[config.mk]
export PLATFORM = sky130hd
export DESIGN_NAME = exc_ctrl
export DESIGN_NICKNAME = d
export VERILOG_FILES = /design/src/rtl/exc_ctrl.sv
export SDC_FILE = /design/constraint.sdc
export NUM_CORES = 1
export LEC_CHECK = 0
export CORE_ASPECT_RATIO = 0.5
export CORE_MARGIN = 5
export CORE_UTILIZATION = 35
export DETAILED_ROUTE_END_ITERATION = 16
export PLACE_DENSITY = 0.87
export SYNTH_ARGS = -nofsm -noshare
export SYNTH_HDL_FRONTEND = slang
export SYNTH_SLANG_ARGS = --single-unit
[constraint.sdc]
create_clock -name clk -period 5.3 [get_ports clk]
set_clock_uncertainty 0.1 [all_clocks]
set_input_delay 0.795 -clock clk [delete_from_list [all_inputs] [get_ports clk]]
set_output_delay 0.795 -clock clk [all_outputs]
set_load 0.05 [all_outputs]
[src/rtl/exc_ctrl.sv]
// Exception/interrupt arbiter at the commit boundary: picks one cause, drives cp0, then flushes and redirects fetch.
// Optional feature: define EXC_INT_PENDING_EN to remember interrupts that arrive during commit bubbles.
module exc_ctrl #(
  parameter int unsigned FLUSH_CYCLES = 2,
  parameter logic [31:0] BOOT_VEC     = 32'hBFC00380
) (
  input  logic        clk,
  input  logic        rst,
  input  logic        adv,
  input  logic        cm_valid,
  input  logic [31:0] cm_pc,
  input  logic        cm_bd,
  input  logic [6:0]  cm_exc,
  input  logic        cm_eret,
  input  logic [31:0] cm_daddr,
  input  logic        allow_int,
  input  logic        int_exl,
  input  logic        boot_exp_vec,
  input  logic        special_int_vec,
  input  logic [7:0]  interrupt_mask,
  input  logic [5:0]  hardware_int_o,
  input  logic [1:0]  software_int_o,
  input  logic [19:0] ebase,
  input  logic [31:0] epc,
  output logic        en_exp,
  output logic        exp_bd,
  output logic        exp_badv_we,
  output logic        clean_exl,
  output logic [4:0]  exp_code,
  output logic [31:0] exp_epc,
  output logic [31:0] exp_bad_vaddr,
  output logic        flush,
  output logic        redirect_valid,
  output logic [31:0] redirect_pc
);

  localparam logic [0:0] S_IDLE  = 1'b0;
  localparam logic [0:0] S_FLUSH = 1'b1;

  // cm_exc bit positions: {ov, bp, sys, ri, ades, adel_d, adel_i}
  localparam int EX_ADEL_I = 0;
  localparam int EX_ADEL_D = 1;
  localparam int EX_ADES   = 2;
  localparam int EX_RI     = 3;
  localparam int EX_SYS    = 4;
  localparam int EX_BP     = 5;
  localparam int EX_OV     = 6;

  logic [0:0]  state_q, state_d;
  logic [3:0]  cnt_q, cnt_d;
  logic        redirect_valid_q, redirect_valid_d;
  logic [31:0] redirect_pc_q, redirect_pc_d;

  logic        is_idle, commit, int_req, int_eff;
  logic        take, eret_take, go;
  logic        int_win, badv_we;
  logic [4:0]  code_sel;
  logic [31:0] badv_val, vec_base, vector, target;

  assign is_idle = (state_q == S_IDLE);
  // rst gates every decision so the combinational outputs read 0 during reset.
  assign commit  = rst & is_idle & cm_valid;
  assign int_req = allow_int & ~int_exl &
                   (|({hardware_int_o, software_int_o} & interrupt_mask));

`ifdef EXC_INT_PENDING_EN
  logic int_pend_q, int_pend_d;

  assign int_eff = int_req | (int_pend_q & allow_int);

  always_comb begin
    int_pend_d = int_pend_q;
    if (!allow_int)
      int_pend_d = 1'b0;
    else if (take && int_win && adv)
      int_pend_d = 1'b0;
    else if (rst && is_idle && !cm_valid && int_req)
      int_pend_d = 1'b1;
  end

  always_ff @(posedge clk or negedge rst) begin
    if (!rst) int_pend_q <= 1'b0;
    else      int_pend_q <= int_pend_d;
  end
`else
  assign int_eff = int_req;
`endif

  assign take      = commit & (int_eff | (|cm_exc));
  assign eret_take = commit & cm_eret & ~take;
  assign go        = (take | eret_take) & adv;

  always_comb begin
    // NOTE: every always_comb output gets a default first so no latch is inferred.
    int_win  = 1'b0;
    code_sel = 5'd0;
    badv_we  = 1'b0;
    badv_val = 32'h0;
    if (int_eff) begin
      int_win  = 1'b1;
      code_sel = 5'd0;
    end else if (cm_exc[EX_ADEL_I]) begin
      code_sel = 5'd4;
      badv_we  = 1'b1;
      badv_val = cm_pc;
    end else if (cm_exc[EX_RI]) begin
      code_sel = 5'd10;
    end else if (cm_exc[EX_SYS]) begin
      code_sel = 5'd8;
    end else if (cm_exc[EX_BP]) begin
      code_sel = 5'd9;
    end else if (cm_exc[EX_OV]) begin
      code_sel = 5'd12;
    end else if (cm_exc[EX_ADEL_D]) begin
      code_sel = 5'd4;
      badv_we  = 1'b1;
      badv_val = cm_daddr;
    end else if (cm_exc[EX_ADES]) begin
      code_sel = 5'd5;
      badv_we  = 1'b1;
      badv_val = cm_daddr;
    end
  end

  assign vec_base = {ebase, 12'h000};

  always_comb begin
    if (boot_exp_vec)
      vector = BOOT_VEC;
    else if (int_win && special_int_vec)
      vector = vec_base + 32'h200;
    else
      vector = vec_base + 32'h180;
  end

  assign target = take ? vector : epc;

  assign en_exp        = take;
  assign exp_bd        = take & cm_bd;
  assign exp_code      = take ? code_sel : 5'd0;
  assign exp_epc       = take ? (cm_bd ? cm_pc - 32'd4 : cm_pc) : 32'h0;
  assign exp_badv_we   = take & badv_we;
  assign exp_bad_vaddr = (take && badv_we) ? badv_val : 32'h0;
  assign clean_exl     = eret_take;

  always_comb begin
    state_d          = state_q;
    cnt_d            = cnt_q;
    redirect_valid_d = 1'b0;
    redirect_pc_d    = redirect_pc_q;
    case (state_q)
      S_IDLE: begin
        if (go) begin
          state_d          = S_FLUSH;
          cnt_d            = 4'(FLUSH_CYCLES);
          redirect_valid_d = 1'b1;
          redirect_pc_d    = target;
        end
      end
      default: begin
        if (cnt_q <= 4'd1) begin
          state_d = S_IDLE;
          cnt_d   = 4'd0;
        end else begin
          cnt_d = cnt_q - 4'd1;
        end
      end
    endcase
  end

  // NOTE: sequential state uses non-blocking assignments so all flops update together at the edge.
  always_ff @(posedge clk or negedge rst) begin
    if (!rst) begin
      state_q          <= S_IDLE;
      cnt_q            <= 4'd0;
      redirect_valid_q <= 1'b0;
      redirect_pc_q    <= 32'h0;
    end else begin
      state_q          <= state_d;
      cnt_q            <= cnt_d;
      redirect_valid_q <= redirect_valid_d;
      redirect_pc_q    <= redirect_pc_d;
    end
  end

  assign flush          = (state_q == S_FLUSH);
  assign redirect_valid = redirect_valid_q;
  assign redirect_pc    = redirect_pc_q;

endmodule

### After elaboration in Yosys (flattened, before gate mapping)

Index checks and enable logic that the tools add are counted.

| storage, ports and cells | value |
|---|---|
| flip-flop bits (word level) | 38 |
| input port bits | 149 |
| output and inout bits | 107 |
| word-level logic and storage cells | 70 |

| operators by class | value |
|---|---|
| $add $sub $neg | 4 |
| magnitude comparators | 1 |
| muxes and demuxes | 39 |
| bitwise gates (word level) | 16 |
| reductions and logical operators | 6 |

Operators by type and width:

| kind | number |
|---|---|
| $mux 32 | 14 |
| $mux 4 | 9 |
| $add 32x10->32 const B | 1 |
| $add 32x9->32 const B | 1 |
| $sub 32x3->32 const B | 1 |
| $mux 1 | 13 |
| $and 1x1->1 | 10 |
| $and 8x8->8 | 1 |
| $reduce_or 8->1 | 1 |
| $reduce_or 7->1 | 1 |
| $mux 3 | 2 |
| $mux 5 | 1 |
| $le 4x1->1 const B | 1 |
| $sub 4x1->4 const B | 1 |
| $not 1->1 | 3 |
| $logic_and 1x1->1 | 2 |
| $or 1x1->1 | 2 |
| $reduce_and 2->1 | 1 |
| $reduce_bool 2->1 | 1 |

### Longest topological paths before layout

Gate-level depths: netlist (run 1).

| logic depth | value |
|---|---|
| depth after elaboration | 11 |
| depth in mapped cells | 8 |
| mapped depth without buffers | 7 |

### Least setup slack after synthesis (run 1)

Ideal clock, no wire load.

| timing path | value |
|---|---|
| path type | in2out |
| start point | in software_int_o[1] |
| end point | out exp_code[1] |
| arrival | 3.353 ns |
| required time | 4.405 ns |
| setup slack | 1.052 ns |
| stages on the path | 5 |
| buffers on the path | 1 |
| path through | a22o_1 > o41ai_1 > nand2_1 > clkbuf_1 > nor4b_1 |

| on the way | value |
|---|---|
| word-level cells in the longest chain between the ends | 6 |
| elaborated cells on any way between the ends | 7 |
| those cells by class | mux (2); bitwise (4); reduce/logical (1) |

RTL lines:

| element | RTL line | source |
|---|---|---|
| start, declared | 22 | `input logic [1:0] software_int_o,` |
| $and 8x8->8 (*) | 64 | `(\|({hardware_int_o, software_int_o} & interrupt_mask));` |
| $reduce_or 8->1 (*) | 64 |  |
| $and 1x1->1 (*) | 63 | `assign int_req = allow_int & ~int_exl &` |
| $or 1x1->1 | 89 | `assign take = commit & (int_eff \| (\|cm_exc));` |
| $and 1x1->1 | 89 |  |
| $mux 5 (*) | 140 | `assign exp_code = take ? code_sel : 5'd0;` |
| end, declared | 29 | `output logic [4:0] exp_code,` |

Every way passes the cells marked *; elsewhere a longest branch is shown, timed or not.

### Worst setup path in the final report (run 1)

| timing path | value |
|---|---|
| start point | in cm_exc[3] |
| end point | out exp_epc[1] |

| on the way | value |
|---|---|
| word-level cells in the longest chain between the ends | 4 |

RTL lines:

| element | RTL line | source |
|---|---|---|
| start, declared | 13 | `input logic [6:0] cm_exc,` |
| $reduce_or 7->1 | 89 |  |
| $or 1x1->1 | 89 |  |
| $and 1x1->1 | 89 |  |
| $mux 32 | 141 | `assign exp_epc = take ? (cm_bd ? cm_pc - 32'd4 : cm_pc) : 32'h0;` |
| end, declared | 30 | `output logic [31:0] exp_epc,` |

Every way passes these cells.

==> results of run 1 <==
[sequential cells by signal, indices dropped and copies added, names as in the netlist]
register,count
redirect_pc,32
cnt_q,4
flush,1
redirect_valid,1
[per-layer routing]
metal,vias up,GRT usage [%]
met2,146,42.6
met1,1906,28.0
met5,-,0
met4,0,8.19
met3,28,3.89
li1,1940,-
[per-stage QoR]
stage,area [um^2],total power (uW),std cells
after floorplan,3040,1310,402
after global placement,5580,1810,757
after detailed placement,5580,1840,757
after CTS,5780,2240,765
after global routing,5780,2330,765
final,5780,2220,765
[worst reg2reg max path: stages, from the launching register on]
cell	delay [ns]
sky130_fd_sc_hd__dfrtp_1	0.47
sky130_fd_sc_hd__nor2_1	0.46
sky130_fd_sc_hd__o311ai_4	0.41
sky130_fd_sc_hd__buf_4	0.31
sky130_fd_sc_hd__a221oi_1	0.31
sky130_fd_sc_hd__nor2_1	0.09
[where the power goes]
part | leakage [uW] | total (uW) | internal (uW) | switching, uW
Sequential | 0.000460 | 505 | 421 | 84.3
Clock | 0.0000971 | 396 | 282 | 114
Combinational | 0.00175 | 1320 | 466 | 857
[cell usage in the layout (no fill, tap or decap), types with 3 or more instances in the layout]
cell                              netlist  final
sky130_fd_sc_hd__a22oi_1               32     32
sky130_fd_sc_hd__o22ai_1                9      9
sky130_fd_sc_hd__dfrtp_1               38     38
sky130_fd_sc_hd__o31ai_1                3      3
sky130_fd_sc_hd__nor3_1                 8      8
sky130_fd_sc_hd__o21ai_0               13     13
sky130_fd_sc_hd__nor4_1                10     10
sky130_fd_sc_hd__nand2_1               38     38
sky130_fd_sc_hd__clkdlybuf4s50_1        0    216
sky130_fd_sc_hd__clkbuf_16              0      5
sky130_fd_sc_hd__nand3_1               16     16
sky130_fd_sc_hd__nor2_1                92     91
sky130_fd_sc_hd__a21oi_1               10     10
sky130_fd_sc_hd__buf_4                  1     50
sky130_fd_sc_hd__ha_1                   3      3
sky130_fd_sc_hd__nand3b_1               3      3
sky130_fd_sc_hd__or3_1                  5      5
sky130_fd_sc_hd__a221oi_1              11     11
sky130_fd_sc_hd__nand2b_1               4      4
sky130_fd_sc_hd__a22o_1                 6      6
sky130_fd_sc_hd__o21ai_1                5      5
sky130_fd_sc_hd__inv_1                  8      8
sky130_fd_sc_hd__xor2_1                12     12
sky130_fd_sc_hd__and2_1                 4      4
sky130_fd_sc_hd__nor4b_1                3      3
sky130_fd_sc_hd__nand4_1                4      4
sky130_fd_sc_hd__xnor2_1                9      9
[layout make-up]
type	instances	area (um^2)
tap	117	146
inverter	9	36.3
sequential	38	951
clock buffer	6	139
multi-input combinational	325	1890
fill	757	2810
timing repair buffer	268	2560
clock inverter	2	60.1
[worst max-delay path by stage]
stage                 startpoint           endpoint  cells past startpoint
2_1_floorplan  software_int_o[1]        exp_code[1]                      5
3_3_place_gp           cm_exc[3]  exp_bad_vaddr[28]                      8
3_5_place_dp           cm_exc[3]         exp_epc[1]                      7
4_1_cts                cm_exc[3]         exp_epc[1]                      7
5_1_grt                cm_exc[3]  exp_bad_vaddr[12]                      8
6_report               cm_exc[3]         exp_epc[1]                      7
[cell families after synthesis]
family	after synthesis	share of synthesized area [%]
compound gates	102	24.2
xor+xnor	21	6.06
fa+ha+maj	3	1.24
buf+inv	39	6.80
flops	38	31.3
mux	1	0.330
other cells	1	0.124
simple gates	197	30.0
==> impl_metrics.csv, run 1 <==
group,metric,value,unit
outcome,status,"finished, final reports clean",
final_layout,ratio_of_cells_with_drive_above_1_in_the_final_layout,9.88,%
sta,pin_slew_with_the_least_headroom_to_its_limit,0.930,ns
synthesis,synth_area_leader_cell,"sky130_fd_sc_hd__dfrtp_1",
global_routing,grt_pass1_vias,3804,
setup_path,ff_to_ff_start,"flush$_DFF_PN0_",
sta,totalNegativeSetupSlack,0,ns
routing,firstDrtPassIters,5,
cts,cts_buffers,5,
die,die_width,142,um
cts,clock_tree.htree_level_count,2,
cts,cts.hold.buffers_added,0,
synthesis,post-synth-top-area-fraction,31.3,%
global_routing,pin_count_of_the_biggest_net_entering_global_routing,40,
global_routing,grt.overflow.total,0,
routing,remaining_drc_errors,0,
final_layout,layout.core_utilization,67.3,%
die,placement_rows,24,
power_and_ir_drop,power_leakage,0.00231,uW
setup_path,crit_path_max_fanout,15,
final_layout,area_delta_synth_final,90.5,%
cts,post-cts-setup-buffers,0,
sta,clock.fmax,0.225,GHz
die,io_pins,256,
setup_path,path_cells,"clkdlybuf4s50_1, or4_1, or4_1, o21ai_4, inv_1, and2_1, buf_4",
flow_run,cap_viol_max_count,0,
synthesis,list_of_most_frequent_post_synthesis_cells,"sky130_fd_sc_hd__nor2_1, sky130_fd_sc_hd__dfrtp_1, sky130_fd_sc_hd__nand2_1, sky130_fd_sc_hd__a22oi_1, sky130_fd_sc_hd__nand3_1",
placed_design,dp_worst_setup_slack,0.946,ns
synthesis,synth_enable_flop_cells,0,
routing,ant_nets,0,
routing,route.final.wire_length,13.4,mm
die,placeableCoreArea,8590,um^2
synthesis,ys_ff_latch,38,
synthesis,netlist_instances,402,
global_routing,global_route.usage.total,23.1,%
synthesis,synth_top_flop_cell,"sky130_fd_sc_hd__dfrtp_1",
synthesis,synthArstFlopShare,100,%
cts,clock_tree_from_tritoncts,"yes",
sta,timing.max_slew.rel_slack,37.8,%
die,dieHeight,75.9,um
cts,clkTransAtPathRegs,0.05,ns
setup_path,timing.critical_path.mode_cell,"sky130_fd_sc_hd__or4_1",
setup_path,cp-start-kind,"input port",
placed_design,portBuffers,254,
setup_path,worst-r2r-cell-count,5,
synthesis,avgSynthCellArea,7.55,um^2
synthesis,synthesis.yosys.warnings,0,
cts,cts.path.max_buffers,2,
setup_path,required,4.41,ns
setup_path,critPathCaptureType,"primary output",
synthesis,synth_most_common_cell,"sky130_fd_sc_hd__nor2_1",
setup_path,r2r-end,"redirect_pc[30]$_DFFE_PN0P_",
worst_hold_path,hold-path-cell-count,2,
setup_path,path_buf_inv,3,
synthesis,synthesized_netlist_net_count,554,
sta,holdWs,0.365,ns
routing,drt-initial-drc-count,185,
setup_path,rrSetupSlack,3.03,ns
setup_path,worst_path_dominant_cell_family,"simple AND/OR/NAND/NOR gates",
sta,fin_crit_sh,83.9,%
routing,routed.top_layer,"met4",
die,design.die.area,10700,um^2
power_and_ir_drop,p_per_area,385,nW/um^2
global_routing,wire_length_of_the_first_global_routing_pass,19.7,mm
routing,route.detailed.vias_per_inst,5.25,
synthesis,post_synth_main_area_contributors,"sky130_fd_sc_hd__dfrtp_1, sky130_fd_sc_hd__nor2_1, sky130_fd_sc_hd__a22oi_1, sky130_fd_sc_hd__nand2_1, sky130_fd_sc_hd__xor2_1",
setup_path,cpMaxStageDelayCell,"sky130_fd_sc_hd__or4_1",
final_layout,finalNetCount,799,
cts,clkLatencyLatePin,0.28,ns
synthesis,synth_sequential_area_ratio,31.3,%
routing,wl_met1,5.36,mm
sta,finalCriticalPeriod,4.45,ns
cts,clock_sinks,38,
sta,timing.final.setup_violations,0,
routing,detailroute.via_count,4020,
cts,postCtsResizedCells,0,
power_and_ir_drop,irDropWorstVdd,0.305,mV
final_layout,antenna_cells,0,
routing,met3WireLength,736,um
setup_path,critPathKind,"in2out",
worst_hold_path,hold_path.startpoint,"redirect_pc[1]$_DFFE_PN0P_",
placed_design,gpl.final_weighted_congestion,0.961,
setup_path,crit_arrival,3.55,ns
setup_path,cp_slowest_stage_delay,0.58,ns
routing,wirelength_per_cell,17.5,um
sta,postLayoutSetupSlackWorst,0.852,ns
sta,rsz_0062_raised_after_global_routing,"no",
placed_design,place.detailed.hpwl,10.8,mm
sta,final-hold-violation-count,0,
synthesis,syn_area,3040,um^2
routing,detailroute.wirelength.met2,6.99,mm
sta,max_slew_vio_count,0,
worst_hold_path,min_to,"redirect_pc[1]$_DFFE_PN0P_",
cts,cts_root_buffer,"sky130_fd_sc_hd__clkbuf_16",
synthesis,netlist-cell-type-count,50,
worst_hold_path,hp-class,"reg2reg",
die,initial_core_util,35.3,%
global_routing,grt_antenna_before_repair,0,
(Power assumes the default switching activity.)
==> run 2, diff against run 1 <==
CORE_UTILIZATION = 33   (was 35)
PLACE_DENSITY = 0.83   (was 0.87)
clock period = 4.2 ns   (was 5.3 ns; I/O delays follow)
==> run 2 against run 1 <==
Compared with the run above: final cell count rose by 0.65%; sequential power rose by 26%; via count rose by 0.70%; critical endpoint is now exp_epc[0]; critical path type unchanged; wire length rose by 3.7%; global-route usage fell by 0.13 points; largest cell class unchanged; utilization rose by 2.4 points; flip-flop and latch count did not move; non-clock buffer count rose by 5.
==> impl_metrics.csv, run 2 (synthesis gave the netlist of run 1 again) <==
group,metric,value,unit
outcome,status,"finished, final reports clean",
final_layout,area_delta_synth_final,103,%
final_layout,multiInputGateArea,1890,um^2
routing,ant_nets,0,
setup_path,critPathCaptureType,"primary output",
setup_path,crit_path_max_fanout,15,
cts,postCtsResizedCells,0,
die,io_pins,256,
cts,clkLatencyLatePin,0.28,ns
cts,cts.path.max_buffers,2,
final_layout,commonest_non_fill_non_tap_cells_in_the_layout,"sky130_fd_sc_hd__clkdlybuf4s50_1, sky130_fd_sc_hd__nor2_1, sky130_fd_sc_hd__buf_4, sky130_fd_sc_hd__buf_12",
cts,cts_buffers,5,
cts,clock_sinks,38,
die,die_width,146,um
cts,clkTransAtPathRegs,0.05,ns
power_and_ir_drop,p_per_area,442,nW/um^2
sta,rsz_0062_raised_after_global_routing,"no",
final_layout,ratio_of_cells_with_drive_above_1_in_the_final_layout,15.8,%
die,placeableCoreArea,8830,um^2
sta,fin_crit_sh,94.1,%
placed_design,portBuffers,254,
sta,final-hold-violation-count,0,
sta,timing.final.setup_violations,0,
setup_path,timing.critical_path.mode_cell,"sky130_fd_sc_hd__or4_1",
cts,cts_root_buffer,"sky130_fd_sc_hd__clkbuf_16",
power_and_ir_drop,relative_contribution_of_combinational_cells_to_total_power,62.9,%
global_routing,wire_length_of_the_first_global_routing_pass,21.5,mm
global_routing,grt_pass1_vias,3931,
setup_path,cp_slowest_stage_delay,0.56,ns
routing,route.detailed.vias_per_inst,5.26,
die,dieHeight,77.8,um
routing,remaining_drc_errors,0,
sta,totalNegativeSetupSlack,0,ns
routing,wirelength_per_cell,18.1,um
final_layout,largest_register_ff_count,32,
routing,met3WireLength,829,um
sta,max_slew_vio_count,0,
cts,post-cts-setup-buffers,0,
final_layout,final_design_area_no_fill,6160,um^2
die,placement_rows,24,
cts,cts.hold.buffers_added,0,
setup_path,cp-start-kind,"input port",
sta,clock.fmax,0.253,GHz
setup_path,critical_path.startpoint,"cm_exc[3]",
die,initial_core_util,34.4,%
routing,route.final.wire_length,13.9,mm
global_routing,pin_count_of_the_biggest_net_entering_global_routing,40,
worst_hold_path,hp-class,"in2async",
final_layout,antenna_cells,0,
cts,clock_tree.htree_level_count,2,
placed_design,placedInstanceArea,6010,um^2
placed_design,place.detailed.hpwl,11.3,mm
sta,timing.max_slew.rel_slack,49.2,%
setup_path,ff_to_ff_start,"flush$_DFF_PN0_",
routing,drt-initial-drc-count,224,
setup_path,critPathKind,"in2out",
power_and_ir_drop,power_leakage,0.00248,uW
setup_path,crit_arrival,3.22,ns
final_layout,ff_latch_area,951,um^2
final_layout,layout_commonest_cell,"sky130_fd_sc_hd__clkdlybuf4s50_1",
flow_run,cap_viol_max_count,0,
routing,wl_met1,5.48,mm
global_routing,global_route.usage.total,23.0,%
placed_design,gpl.final_weighted_congestion,0.891,
power_and_ir_drop,net_switching_power_of_the_design,1330,uW
sta,pin_slew_with_the_least_headroom_to_its_limit,0.756,ns
cts,clock_tree_from_tritoncts,"yes",
routing,firstDrtPassIters,4,
setup_path,cpMaxStageDelayCell,"sky130_fd_sc_hd__or4_1",
power_and_ir_drop,swShare,49.0,%
routing,detailroute.via_count,4048,
setup_path,path_cells,"clkdlybuf4s50_1, or4_1, or4_1, o21ai_4, inv_1, and2_1, buf_4",
sta,finalCriticalPeriod,3.95,ns
power_and_ir_drop,internal-power,1390,uW
die,design.die.area,11300,um^2
global_routing,grt_antenna_before_repair,0,
power_and_ir_drop,power.share.clock,13.6,%
power_and_ir_drop,irDropWorstVdd,0.445,mV
routing,detailroute.wirelength.met2,7.25,mm
setup_path,required,3.47,ns
routing,routed.top_layer,"met4",
final_layout,finalNetCount,804,
power_and_ir_drop,pwr-share-seq,23.5,%
global_routing,grt.overflow.total,0,
setup_path,worst_path_dominant_cell_family,"simple AND/OR/NAND/NOR gates",
final_layout,num-fill-cells,714,
setup_path,path_buf_inv,3,
## run 2: cell count changes in the layout (fill, tap and decap cells not counted)
cell,delta
sky130_fd_sc_hd__clkbuf_1,+1
sky130_fd_sc_hd__clkdlybuf4s50_1,-35
sky130_fd_sc_hd__buf_12,+38
sky130_fd_sc_hd__bufinv_16,-2
sky130_fd_sc_hd__clkinv_2,+1
sky130_fd_sc_hd__buf_4,+2
## run 2: final timing paths
path	to	slack [ns]	depth (start not counted)
setup / recovery	exp_epc[0]	0.25	7
hold / removal	redirect_pc[30]$_DFFE_PN0P_	0.34	2
setup reg to reg	redirect_pc[12]$_DFFE_PN0P_	1.91	6
hold reg to reg	redirect_pc[0]$_DFFE_PN0P_	0.36	2
max in group asynchronous	redirect_pc[5]$_DFFE_PN0P_	3.33	2
min in group clk	redirect_pc[0]$_DFFE_PN0P_	0.36	2
## run 2: power groups by stage
stage	Clock, uW	Combinational (uW)	Sequential (uW)
after floorplan	0	513	1140
after global placement	0	1700	633
after detailed placement	0	1720	643
after CTS	376	1720	638
after global routing	395	1800	660
final	371	1710	638
## run 2: final cells by class
cell class | count | area share, %
repair buffers | 273 | 48.5
clock inverters | 1 | 0.0813
inverters | 9 | 0.589
well taps | 117 | 2.38
multi-input cells | 325 | 30.7
clock buffers | 7 | 2.32
flip-flops and latches | 38 | 15.4
## run 2: stage by stage
step	setup WS (ns)	hold WS, ns	total power [uW]	utilization (%)	instances
final	0.246	0.339	2720	69.7	770
after global routing	0.112	0.376	2850	69.7	770
after CTS	0.240	0.349	2740	69.7	770
after detailed placement	0.248	0.356	2360	68.1	762
after global placement	0.330	0.348	2330	68.1	762
after floorplan	0.282	0.234	1660	-	402
## run 2: metal layers
layer | track usage [%] | vias up
met4 | 6.42 | 0
met2 | 42.3 | 133
met1 | 27.5 | 1933
li1 | - | 1957
met5 | 0 | -
met3 | 4.66 | 25
## run 2: worst register-to-register path, stage by stage, from the launching register on
cell	delay, ns
sky130_fd_sc_hd__dfrtp_1	0.48
sky130_fd_sc_hd__nor2_1	0.41
sky130_fd_sc_hd__o21ai_4	0.17
sky130_fd_sc_hd__buf_4	0.26
sky130_fd_sc_hd__buf_4	0.25
sky130_fd_sc_hd__a221oi_1	0.42
sky130_fd_sc_hd__nor2_1	0.08
==> run 3, diff against run 2 <==
HOLD_SLACK_MARGIN = 0.06   (was unset)
MAX_ROUTING_LAYER = met4   (was unset)
==> run 3 against run 2 <==
Compared with the run above: register-to-register slack better by 0.06 ns; clock power up 2%; final area about the same; hold slack worse by 0.011 ns; power up 0.13%; final cell count down 0.13%; critical path type unchanged; critical endpoint is now exp_epc[27]; largest power group unchanged; highest routed layer unchanged.
==> impl_metrics.csv, run 3 (synthesis gave the netlist of run 1 again) <==
group,metric,value,unit
cts,clock_tree.htree_level_count,2,
power_and_ir_drop,power.share.clock,13.9,%
final_layout,ratio_of_cells_with_drive_above_1_in_the_final_layout,15.8,%
final_layout,area_delta_synth_final,103,%
routing,route.detailed.vias_per_inst,5.31,
cts,clkLatencyLatePin,0.28,ns
routing,wirelength_per_cell,18.0,um
final_layout,antenna_cells,0,
setup_path,crit_path_max_fanout,5,
setup_path,cp_slowest_stage_delay,0.51,ns
final_layout,layout_commonest_cell,"sky130_fd_sc_hd__clkdlybuf4s50_1",
sta,fin_crit_sh,91.2,%
global_routing,grt.overflow.total,0,
cts,cts.hold.buffers_added,0,
setup_path,required,3.47,ns
setup_path,critPathKind,"in2out",
sta,finalCriticalPeriod,3.83,ns
cts,postCtsResizedCells,0,
final_layout,final_design_area_no_fill,6150,um^2
die,die_width,146,um
final_layout,commonest_non_fill_non_tap_cells_in_the_layout,"sky130_fd_sc_hd__clkdlybuf4s50_1, sky130_fd_sc_hd__nor2_1, sky130_fd_sc_hd__buf_4, sky130_fd_sc_hd__buf_12",
cts,cts_buffers,5,
die,io_pins,256,
sta,rsz_0062_raised_after_global_routing,"no",
setup_path,crit_arrival,3.10,ns
routing,detailroute.via_count,4086,
global_routing,grt_pass1_vias,4031,
cts,clkTransAtPathRegs,0.06,ns
final_layout,largest_register_ff_count,32,
global_routing,pin_count_of_the_biggest_net_entering_global_routing,40,
die,initial_core_util,34.4,%
sta,max_slew_vio_count,0,
setup_path,cp-start-kind,"input port",
sta,clock.fmax,0.261,GHz
global_routing,grt_antenna_before_repair,0,
outcome,status,"finished, final reports clean",
routing,drt-initial-drc-count,221,
power_and_ir_drop,irDropWorstVdd,0.442,mV
cts,post-cts-setup-buffers,0,
power_and_ir_drop,swShare,49.1,%
sta,pin_slew_with_the_least_headroom_to_its_limit,0.753,ns
sta,final-hold-violation-count,0,
routing,ant_nets,0,
routing,firstDrtPassIters,4,
sta,timing.final.setup_violations,0,
global_routing,wire_length_of_the_first_global_routing_pass,21.2,mm
die,design.die.area,11300,um^2
die,placement_rows,24,
die,placeableCoreArea,8830,um^2
placed_design,place.detailed.hpwl,11.3,mm
routing,route.final.wire_length,13.8,mm
power_and_ir_drop,internal-power,1390,uW
setup_path,cpMaxStageDelayCell,"sky130_fd_sc_hd__or4b_1",
global_routing,global_route.usage.total,23.4,%
worst_hold_path,hp-class,"in2async",
sta,totalNegativeSetupSlack,0,ns
setup_path,path_cells,"clkdlybuf4s50_1, nor4_1, and4b_1, nand3_1, or4b_1, a21oi_1, buf_4",
die,dieHeight,77.8,um
cts,clock_tree_from_tritoncts,"yes",
placed_design,gpl.final_weighted_congestion,0.901,
power_and_ir_drop,power_leakage,0.00248,uW
power_and_ir_drop,net_switching_power_of_the_design,1340,uW
placed_design,placedInstanceArea,6000,um^2
placed_design,portBuffers,254,
final_layout,finalNetCount,803,
flow_run,cap_viol_max_count,0,
power_and_ir_drop,relative_contribution_of_combinational_cells_to_total_power,62.7,%
cts,cts.path.max_buffers,2,
setup_path,critPathCaptureType,"primary output",
power_and_ir_drop,pwr-share-seq,23.4,%
power_and_ir_drop,p_per_area,443,nW/um^2
sta,timing.max_slew.rel_slack,49.4,%
routing,remaining_drc_errors,0,
cts,clock_sinks,38,
cts,cts_root_buffer,"sky130_fd_sc_hd__clkbuf_16",
==> run 3: path summary, 6_finish.rpt <==
kind	startpoint	to	slack, ns	depth (start not counted)
setup / recovery	cm_pc[11]	exp_epc[27]	0.37	7
min in group clk	redirect_pc[2]$_DFFE_PN0P_	redirect_pc[2]$_DFFE_PN0P_	0.36	2
max in group asynchronous	rst	redirect_pc[6]$_DFFE_PN0P_	3.34	2
setup reg to reg	flush$_DFF_PN0_	redirect_pc[12]$_DFFE_PN0P_	1.97	6
hold / removal	rst	redirect_pc[8]$_DFFE_PN0P_	0.33	2
hold reg to reg	redirect_pc[2]$_DFFE_PN0P_	redirect_pc[2]$_DFFE_PN0P_	0.36	2
==> run 3: area by class of cell <==
| class | instances | area (um^2) |
|---|---|---|
| inverters | 9 | 36.3 |
| repair buffers | 272 | 2980 |
| flip-flops and latches | 38 | 951 |
| well taps | 117 | 146 |
| fillers | 744 | 2680 |
| clock inverters | 2 | 12.5 |
| multi-input cells | 325 | 1890 |
| clock buffers | 6 | 139 |
==> run 3: layer usage <==
metal  track usage [%]  wire length, um  part of all wire [%]
met4              7.54              363                   2.6
met5                 -                0                     0
met1              27.0             5430                    39
met2              42.9             7420                    54
met3              2.85              627                   4.5
==> run 3: stage by stage <==
step	instances	hold slack (ns)	utilization, %	total power [uW]	setup slack [ns]
floorplan	402	0.234	-	1660	0.282
global placement	761	0.348	68.0	2330	0.463
detailed placement	761	0.356	68.0	2360	0.414
CTS	769	0.337	69.7	2750	0.407
global route	769	0.371	69.7	2860	0.273
finish	769	0.328	69.7	2730	0.370
==> run 3: power groups by stage <==
stage	Sequential [uW]	Combinational, uW	Clock, uW
3_3_place_gp	635	1690	0
5_1_grt	662	1790	403
4_1_cts	639	1720	385
2_1_floorplan	1140	513	0
6_report	638	1710	379
3_5_place_dp	642	1720	0
==> run 3: critical path: cells and delay by family <==
| kind | cells | cell delay, ns |
|---|---|---|
| AO/OA/AOI/OAI | 1 | 0.20 |
| buffers and inverters | 2 | 0.73 |
| AND/OR/NAND/NOR | 4 | 1.54 |
